--- config.mk ---
export PLATFORM = sky130hd
export DESIGN_NAME = uart_rx_frame
export DESIGN_NICKNAME = d
export VERILOG_FILES = /design/src/rtl/uart_pkg.sv /design/src/rtl/uart_baud_tick.sv /design/src/rtl/uart_rx_frame.sv
export SDC_FILE = /design/constraint.sdc
export NUM_CORES = 1
export LEC_CHECK = 0
export ABC_AREA = 1
export CAP_MARGIN = 10
export CORE_ASPECT_RATIO = 0.5
export CORE_MARGIN = 2
export CORE_UTILIZATION = 51
export CTS_CLUSTER_SIZE = 8
export DETAILED_ROUTE_END_ITERATION = 7
export PLACE_DENSITY_LB_ADDON = 0.2
export SLEW_MARGIN = 20
export SYNTH_ARGS = -nofsm -noshare
export SYNTH_HDL_FRONTEND = slang
export SYNTH_HIERARCHICAL = 1
export SYNTH_SLANG_ARGS = --single-unit
--- constraint.sdc ---
create_clock -name clk_i -period 1.6 [get_ports clk_i]
set_input_delay 0.16 -clock clk_i [delete_from_list [all_inputs] [get_ports clk_i]]
set_output_delay 0.16 -clock clk_i [all_outputs]
set_load 0.01 [all_outputs]
--- src/rtl/uart_pkg.sv ---
// Shared UART definitions: receiver state encoding, oversampling constants
// and the parity helper used by both the RX and TX framing engines.
package uart_pkg;

  typedef enum logic [2:0] {
    IDLE   = 3'd0,
    START  = 3'd1,
    DATA   = 3'd2,
    PARITY = 3'd3,
    STOP   = 3'd4
  } rx_state_e;

  localparam int unsigned OVERSAMPLE    = 16;
  localparam int unsigned SAMPLE_W      = $clog2(OVERSAMPLE);
  localparam logic [SAMPLE_W-1:0] MID_SAMPLE = 4'd7;
  localparam int unsigned MAX_DATA_BITS = 9;

  // High when data bits plus the received parity bit disagree with the selected sense.
  function automatic logic parity_mismatch(input logic [MAX_DATA_BITS-1:0] bits,
                                           input logic                     sample,
                                           input logic                     odd);
    return (^bits) ^ sample ^ odd;
  endfunction

endpackage

--- src/rtl/uart_baud_tick.sv ---
// Oversample tick generator: counts 0..period and pulses tick_o on the wrap.
// A synchronous clear restarts the count and captures a new period.
module uart_baud_tick #(
  parameter int DIV_WIDTH = 16
) (
  input  logic                 clk_i,
  input  logic                 rst_i,
  input  logic                 clear_i,
  input  logic [DIV_WIDTH-1:0] period_i,
  output logic                 tick_o
);

  logic [DIV_WIDTH-1:0] period_r;
  logic [DIV_WIDTH-1:0] count_r;

  // period capture and free-running divider
  always_ff @(posedge clk_i) begin
    if (rst_i) begin
      period_r <= {DIV_WIDTH{1'b0}};
      count_r  <= {DIV_WIDTH{1'b0}};
    end else if (clear_i) begin
      period_r <= period_i;
      count_r  <= {DIV_WIDTH{1'b0}};
    end else if (count_r == period_r) begin
      count_r  <= {DIV_WIDTH{1'b0}};
    end else begin
      count_r  <= count_r + {{(DIV_WIDTH-1){1'b0}}, 1'b1};
    end
  end

  assign tick_o = (count_r == period_r);

endmodule

--- src/rtl/uart_rx_frame.sv ---
// UART receive framing engine: 16x oversampled start detect, mid-bit sampling,
// optional parity, stop check, and a valid/ready word output with overrun report.
module uart_rx_frame
  import uart_pkg::*;
#(
  parameter int DATA_BITS  = 8,
  parameter int DIV_WIDTH  = 16,
  parameter int PARITY_EN  = 0,
  parameter int PARITY_ODD = 0
) (
  input  logic                 clk_i,
  input  logic                 rst_i,
  input  logic                 rx_i,
  input  logic [DIV_WIDTH-1:0] baud_div_i,
  output logic [DATA_BITS-1:0] data_o,
  output logic                 frame_err_o,
  output logic                 parity_err_o,
  output logic                 valid_o,
  input  logic                 ready_i,
  output logic                 overrun_o,
  output logic                 busy_o
);

  localparam logic [3:0] LAST_BIT = 4'(DATA_BITS - 1);
  localparam logic       ODD_SEL  = (PARITY_ODD != 0) ? 1'b1 : 1'b0;

  rx_state_e             state_r;
  rx_state_e             state_s;
  logic                  rx_prev_r;
  logic [SAMPLE_W-1:0]   sample_cnt_r;
  logic [3:0]            bit_idx_r;
  logic [DATA_BITS-1:0]  shift_r;
  logic [MAX_DATA_BITS-1:0] shift_ext_s;
  logic                  par_err_r;

  logic [DATA_BITS-1:0]  data_r;
  logic                  frame_err_r;
  logic                  parity_err_r;
  logic                  valid_r;
  logic                  overrun_r;
  logic                  busy_r;

  logic                  tick_s;
  logic                  start_det_s;
  logic                  mid_s;
  logic                  shift_en_s;
  logic                  par_en_s;
  logic                  stop_en_s;

  // Only a genuine high-to-low transition starts a frame, so a stuck-low line never retriggers.
  assign start_det_s = (state_r == IDLE) && rx_prev_r && !rx_i;
  assign mid_s       = tick_s && (sample_cnt_r == MID_SAMPLE);

  uart_baud_tick #(
    .DIV_WIDTH (DIV_WIDTH)
  ) u_baud_tick (
    .clk_i    (clk_i),
    .rst_i    (rst_i),
    .clear_i  (start_det_s),
    .period_i (baud_div_i),
    .tick_o   (tick_s)
  );

  // state register
  always_ff @(posedge clk_i) begin
    if (rst_i) begin
      state_r <= IDLE;
    end else begin
      state_r <= state_s;
    end
  end

  // next-state decode and per-state sample strobes
  always_comb begin
    state_s    = state_r;
    shift_en_s = 1'b0;
    par_en_s   = 1'b0;
    stop_en_s  = 1'b0;
    case (state_r)
      IDLE: begin
        if (start_det_s) begin
          state_s = START;
        end else begin
          state_s = IDLE;
        end
      end
      START: begin
        if (mid_s) begin
          if (rx_i) begin
            state_s = IDLE;
          end else begin
            state_s = DATA;
          end
        end else begin
          state_s = START;
        end
      end
      DATA: begin
        if (mid_s) begin
          shift_en_s = 1'b1;
          if (bit_idx_r == LAST_BIT) begin
            state_s = (PARITY_EN != 0) ? PARITY : STOP;
          end else begin
            state_s = DATA;
          end
        end else begin
          state_s = DATA;
        end
      end
      PARITY: begin
        if (mid_s) begin
          par_en_s = 1'b1;
          state_s  = STOP;
        end else begin
          state_s  = PARITY;
        end
      end
      STOP: begin
        if (mid_s) begin
          stop_en_s = 1'b1;
          state_s   = IDLE;
        end else begin
          state_s   = STOP;
        end
      end
      default: begin
        state_s = IDLE;
      end
    endcase
  end

  // zero-extend the assembled word for the shared parity helper
  always_comb begin
    shift_ext_s                = {MAX_DATA_BITS{1'b0}};
    shift_ext_s[DATA_BITS-1:0] = shift_r;
  end

  // line history, oversample phase, bit index and data/parity capture
  always_ff @(posedge clk_i) begin
    if (rst_i) begin
      rx_prev_r    <= 1'b1;
      sample_cnt_r <= {SAMPLE_W{1'b0}};
      bit_idx_r    <= 4'd0;
      shift_r      <= {DATA_BITS{1'b0}};
      par_err_r    <= 1'b0;
    end else begin
      rx_prev_r <= rx_i;

      if (start_det_s) begin
        sample_cnt_r <= {SAMPLE_W{1'b0}};
      end else if (tick_s && (state_r != IDLE)) begin
        sample_cnt_r <= sample_cnt_r + {{(SAMPLE_W-1){1'b0}}, 1'b1};
      end

      if (state_r == START) begin
        bit_idx_r <= 4'd0;
      end else if (shift_en_s) begin
        bit_idx_r <= bit_idx_r + 4'd1;
      end

      // LSB arrives first, so each new bit enters at the top and walks down
      if (shift_en_s) begin
        shift_r <= {rx_i, shift_r[DATA_BITS-1:1]};
      end

      if (start_det_s) begin
        par_err_r <= 1'b0;
      end else if (par_en_s) begin
        par_err_r <= parity_mismatch(shift_ext_s, rx_i, ODD_SEL);
      end
    end
  end

  // output word holding register, handshake and overrun reporting
  always_ff @(posedge clk_i) begin
    if (rst_i) begin
      data_r       <= {DATA_BITS{1'b0}};
      frame_err_r  <= 1'b0;
      parity_err_r <= 1'b0;
      valid_r      <= 1'b0;
      overrun_r    <= 1'b0;
      busy_r       <= 1'b0;
    end else begin
      overrun_r <= 1'b0;
      busy_r    <= (state_s != IDLE);
      if (stop_en_s) begin
        // a word being accepted this cycle frees the slot for the new one
        if (!valid_r || ready_i) begin
          data_r       <= shift_r;
          frame_err_r  <= !rx_i;
          parity_err_r <= par_err_r;
          valid_r      <= 1'b1;
        end else begin
          overrun_r    <= 1'b1;
        end
      end else if (valid_r && ready_i) begin
        valid_r <= 1'b0;
      end
    end
  end

  assign data_o       = data_r;
  assign frame_err_o  = frame_err_r;
  assign parity_err_o = parity_err_r;
  assign valid_o      = valid_r;
  assign overrun_o    = overrun_r;
  assign busy_o       = busy_r;

endmodule

==> results of run 1 <==
## layout by cell type, fill, tap and decap left out, drive strengths merged
master / netlist / final
nand2: 132 / 133
inv: 71 / 70
nor2: 69 / 69
dfxtp: 66 / 66
buf: 4 / 62
clkdlybuf4s50: 0 / 32
a21oi: 26 / 26
nand3: 26 / 26
o21ai: 15 / 15
a211oi: 14 / 14
clkbuf: 8 / 10
xor2: 9 / 9
nor3: 9 / 9
nand4: 5 / 5
clkinv: 0 / 5
ha: 3 / 3
xnor2: 2 / 2
bufinv: 0 / 2
a31oi: 2 / 2
a22oi: 1 / 1
o211ai: 1 / 1
nor3b: 1 / 1
and2: 1 / 1
## cells in the mapped netlist
cell,count
xnor2_1,2
clkbuf_1,7
nand4_4,1
nor3b_1,1
nand4_1,4
buf_2,1
o21ai_1,2
nor3_4,2
nand3_1,22
a31oi_1,2
nand2_2,5
nor3_1,7
nand3_2,4
nor2_2,15
a211oi_1,14
buf_6,2
nor2_4,2
o211ai_1,1
nand2_4,2
xor2_1,9
and2_4,1
ha_1,3
a22oi_1,1
a21oi_1,25
buf_12,1
inv_1,67
dfxtp_1,66
o21ai_0,13
clkbuf_2,1
inv_2,4
a21oi_2,1
nand2_1,125
nor2_1,52
## cell type report
cell class | count | area (um2)
Multi-Input combinational cell | 317 | 1782
Clock inverter | 6 | 80.08
Tap cell | 88 | 110.1
Timing Repair Buffer | 94 | 834.6
Clock buffer | 10 | 239.0
Inverter | 71 | 281.5
Fill cell | 438 | 1453
Sequential cell | 66 | 1351
## timing repair
action	4_1_cts	5_1_grt
setup endpoints to repair	29	49
gates cloned	0	1
buffers inserted	7	4
pin swaps	13	24
resized for setup	34	54
hold buffers	0	0
## power breakdown
part / internal [mW] / switching, mW / total (mW)
clock network: 1.39 / 0.708 / 2.10
registers: 1.70 / 0.0272 / 1.73
logic: 0.197 / 0.218 / 0.416
total: 3.29 / 0.954 / 4.24
## kinds of logic after synthesis
kind of cell / after synthesis / synth area share (%)
AO/OA/AOI/OAI: 59 / 10.49
XOR/XNOR: 11 / 2.958
adder cells (fa/ha/maj): 3 / 1.153
buffers and inverters: 83 / 10.60
flip-flops: 66 / 40.57
AND/OR/NAND/NOR: 243 / 34.23
## worst max-delay path, stage by stage (launching register included)
cell	delay, ps
dfxtp_2	350
inv_2	50
nand2_2	50
nand2_2	70
nor2_4	120
nand2_2	60
nor2_2	110
nand2_2	80
inv_2	80
nand4_4	130
clkinv_4	140
nand2_2	60
a22oi_2	170
nand2_1	90
nand2_1	80
nand2_1	50
## per-layer routing
layer  wire [um]  GRT usage [%]  part of all wire, %
met1        3609          26.93                   48
met2        3657          38.56                   48
met3         222          5.495                  2.9
met4          91          9.748                  1.2
met5           0              0                    0
## sequential cells by signal, summed over array words and instances (netlist names)
register	cells
shift_r	8
overrun_o	1
u_baud_tick/period_r	16
u_baud_tick/count_r	16
parity_err_o	1
frame_err_o	1
bit_idx_r	4
busy_o	1
sample_cnt_r	4
state_r	3
valid_o	1
par_err_r	1
data_o	8
rx_prev_r	1
## per-stage QoR
step	hold slack (ps)	utilization, %
after floorplan	228.5	-
after global placement	449.1	65.63
after detailed placement	453.0	65.63
after CTS	381.2	73.06
after global routing	408.5	76.31
final	391.4	76.31
## worst min path at each step
stage | to | cells past startpoint | from | slack (ps)
2_1_floorplan | state_r[0] | 1 | rst_i | 230
3_3_place_gp | data_o[0] | 2 | data_o[0] | 450
3_5_place_dp | data_o[5] | 2 | data_o[5] | 450
4_1_cts | u_baud_tick/period_r[0] | 3 | baud_div_i[0] | 380
5_1_grt | u_baud_tick/period_r[0] | 3 | baud_div_i[0] | 410
6_report | u_baud_tick/period_r[0] | 3 | baud_div_i[0] | 390
==> flow_summary.ini, run 1 <==
[outcome]
status = complete, but fails checks
violations = negative setup slack

[floorplanning]
row_count = 20
coreArea_mm2 = 0.006131
die_area_mm2 = 0.007080
die_h_um = 60.51
start_util_pct = 53.12
io_pins = 33
die_w_um = 117.0

[grt]
grtUsageTotal_pct = 22.20
grt_pass1_wl_um = 11900
grt_max_degree = 31
grt_pass1_vias = 2800
grt_overflow = 0
grt_antenna_before_repair = 0

[layout]
final_nets = 582
final_cells = 652
insertedDiodeCount = 0
drive_above_1_share_pct = 33.16
syn_to_final_growth_pct = 43.64
stdcell_area_mm2 = 0.004678

[synth]
avgSynthCellArea_um2 = 7.004
ys_ff_latch = 66
synthTopCellsByArea = dfxtp_1 (41%), nand2_1 (14%), inv_1 (7.7%)
netlist_area_mm2 = 0.003257
synth_top_area_cell = dfxtp_1
ys_seq_area_share_pct = 40.57
synthCells = 465
yosysWarnings = 6
netlist.area_leader.share_pct = 40.57
synth.net_count = 488
yosysUniqueCellTypes = 33

[min_path]
min_path_type = in -> reg

[run]
drv_cap = 0

[critical_path]
crit_path_start_kind = register
cp_max_fo = 6
reg2reg_to = busy_o
endpoint = busy_o
r2r_cells = 15
crit_type = reg -> reg
arrival_ps = 2030
worst-r2r-setup-slack_ps = -210
setup.worst_path.start = u_baud_tick/count_r[9]
r2r-start = u_baud_tick/count_r[9]
endpoint_kind = register
worstPathRequired_ps = 1820

[clock_tree]
clock_latency_ps = 330
cts_sinks = 66
numCtsBuffers = 9
clk_path_buf_depth = 2
cts_root_buf = clkbuf_16
cts_tree = built
clk_pin_slew_worst_paths_ps = 50
htree_levels = 3

[timing]
post-route-period-util_pct = 112.9
hold_viol = 0
drv_slew = 0
final.setup.tns_ps = -3722
tightest_slew_ps = 436.4
skew_ps = 6.093
slew_headroom_pct = 70.81
rsz0062_at_grt = yes
fmax_mhz = 553.8
period_minus_slack_ps = 1806
setup_violations = 30
finalWorstSetupSlack_ps = -205.9

[placement]
io_buffers = 32
dp.cells = 624
place_ws_ps = -188.6
dp.final_hpwl_um = 4837
place_congestion = 0.8567
placed_area_mm2 = 0.004024

[route]
drc_errors = 0
routed_wl_um = 7580
num_vias = 3106
drt-initial-drc-count = 129
postRouteAntennaNets = 0
drt-pass1-iter-count = 6
viasPerCell = 4.764
routedWlPerCell_um = 11.63

[power]
p_per_area_mw_per_mm2 = 906.9
leakagePower_nw = 1.950
totalPowerFinal_mw = 4.243
peakVddDrop_mv = 0.6894
Power figures use the tool's default switching activity.
==> run 2, diff against run 1 <==
- SLEW_MARGIN: 20 -> not set
==> results of run 2 <==
Same layout as run 1: the final DEF is identical, and so are final timing and power.
==> run 3, diff against run 2 <==
- ABC_AREA: 1 -> 0
- CORE_UTILIZATION: 51 -> 50
==> flow_summary.ini, run 3 <==
[floorplanning]
io_pins = 33
coreArea_mm2 = 0.005634
die_area_mm2 = 0.006687
start_util_pct = 53.36
die_h_um = 58.84
row_count = 19
die_w_um = 113.7

[synth]
synthFlopType = dfxtp_1
yosysUniqueCellTypes = 41
async_reset_ff_share_pct = 0
netlist.area_leader.share_pct = 43.95
yosysWarnings = 6
synthCells = 295
synth_top_area_cell = dfxtp_1
yosysMostFrequentCell = dfxtp_1
synthTopCellsByCount = dfxtp_1 (66), nor2_1 (48), mux2i_1 (35), xnor2_1 (33), nor3_1 (11)
netlist_area_mm2 = 0.003007
ys_ff_latch = 66
avgSynthCellArea_um2 = 10.19
synth-edff-count = 0
synthTopCellsByArea = dfxtp_1 (44%), mux2i_1 (12%), xnor2_1 (9.6%)
ys_seq_area_share_pct = 43.95
synth.net_count = 318

[critical_path]
arrival_ps = 2280
cp_cell_sequence = xnor2_2, nand4_2, nor4_4, buf_4, and4b_1, nand4_1, buf_4, mux2i_1, nor2_1
crit_path_start_kind = register
max_stage_delay_ps = 330
cp_max_fo = 5
crit_buf_inv = 2
slowest_stage = dfxtp_2
worstPathRequired_ps = 1820
crit_family = simple AND/OR/NAND/NOR gates
crit_type = reg -> reg
endpoint_kind = register
path_common_cell = buf_4

[timing]
post-route-period-util_pct = 128.1
tightest_slew_ps = 382.0
whs_ps = 441.7
slew_headroom_pct = 74.46
hold_viol = 0
period_minus_slack_ps = 2050
rsz0062_at_grt = yes
setup_violations = 33
finalWorstSetupSlack_ps = -450.3
drv_slew = 0
final.setup.tns_ps = -11910
fmax_mhz = 487.7
skew_ps = 5.127

[layout]
drive_above_1_share_pct = 29.95
multi_input_area_mm2 = 0.001655
final_nets = 383
largest_registers = u_baud_tick/count_r x16, u_baud_tick/period_r x16
fill_cells = 429
seqCellArea_mm2 = 0.001336
syn_to_final_growth_pct = 34.83
post-route-util_pct = 71.95
mostFrequentLayoutCells = dfxtp_1 (54), nor2_1 (47), mux2i_1 (35)
mostFrequentLayoutCell = dfxtp_1
insertedDiodeCount = 0

[grt]
grt_pass1_vias = 2299
grt_max_degree = 27
grtUsageTotal_pct = 21.12
grt_overflow = 0
grt_antenna_before_repair = 0
grt_pass1_wl_um = 10670

[power]
totalPowerFinal_mw = 3.904
p_per_area_mw_per_mm2 = 963.0
leakagePower_nw = 1.545
peakVddDrop_mv = 0.7327

[placement]
place_congestion = 0.8317
place_ws_ps = -495.5
io_buffers = 32
dp.final_hpwl_um = 4353

[clock_tree]
cts_root_buf = clkbuf_16
numCtsBuffers = 9
clk_pin_slew_worst_paths_ps = 50
holdBufCountCts = 0
cts_tree = built
clk_path_buf_depth = 2
clock_latency_ps = 330
htree_levels = 3
cts_sinks = 66

[route]
routedWlPerCell_um = 15.19
drt-initial-drc-count = 55
drc_errors = 0
routed_wl_um = 6637
viasPerCell = 5.215
drt-pass1-iter-count = 4
postRouteAntennaNets = 0
num_vias = 2279

[run]
drv_cap = 0

[min_path]
min_path_type = in -> reg

[outcome]
violations = negative setup slack
status = complete, but fails checks
[run 3: cell count changes after synthesis, sizes merged, moves of 15 or more]
cell	change
nand2	-124
inv	-67
mux2i	+35
xnor2	+34
a21oi	-22
nor2	-20
nand3	-17
o21ai	-15
[run 3: worst paths after layout]
kind	startpoint	end	slack, ps	cells past startpoint
worst max-delay path	u_baud_tick/count_r[14]	parity_err_o	-450	9
worst min-delay path	baud_div_i[5]	u_baud_tick/period_r[5]	440	3
worst max register to register	u_baud_tick/count_r[14]	parity_err_o	-450	9
worst min register to register	par_err_r	par_err_r	490	2
[run 3: area by class of cell]
| type | count | area share [%] |
|---|---|---|
| clock buffer | 12 | 6.327 |
| sequential | 66 | 32.96 |
| tap | 73 | 2.253 |
| multi-input combinational | 207 | 40.83 |
| timing repair buffer | 72 | 16.88 |
| inverter | 4 | 0.3704 |
| clock inverter | 3 | 0.3704 |
[run 3: metal layers]
| metal | vias to the layer above | track usage [%] | routed length, um |
|---|---|---|---|
| li1 | 1134 | - | - |
| met1 | 1103 | 23.99 | 2982 |
| met2 | 33 | 37.04 | 3300 |
| met3 | 9 | 8.445 | 273 |
| met4 | 0 | 7.317 | 80 |
| met5 | - | 0 | 0 |
[run 3: cell families after synthesis]
family	synth area share (%)
AOI/OAI and AO/OA	2.539
muxes	11.65
buffers and inverters	4.619
adders and majority gates	1.249
DFF	43.95
and+or+nand+nor	22.26
xor gates and xnor gates	13.73
[run 3: worst reg2reg max path: cells and delay by family (launching register included)]
| kind | cells | cell delay [ps] |
|---|---|---|
| buf+inv | 2 | 410 |
| xor+xnor | 1 | 170 |
| simple gates | 5 | 880 |
| mux | 1 | 160 |
| flops | 1 | 330 |
[run 3: power by group]
| group | internal, mW | switching (mW) |
|---|---|---|
| clock network | 1.11 | 0.666 |
| registers | 1.69 | 0.0314 |
| logic | 0.209 | 0.196 |
[run 3: through the flow]
| step | cells | cell area [um2] |
|---|---|---|
| after floorplan | 295 | 3044 |
| after global placement | 412 | 3575 |
| after detailed placement | 412 | 3575 |
| after CTS | 431 | 3948 |
| after global routing | 437 | 4054 |
| final | 437 | 4054 |
[run 3: timing repair]
action                                  CTS  global route
pin swaps                                16            16
gates cloned                              0             1
buffers inserted                          4             5
resized for setup                        16            20
endpoints found under the setup margin   49            49
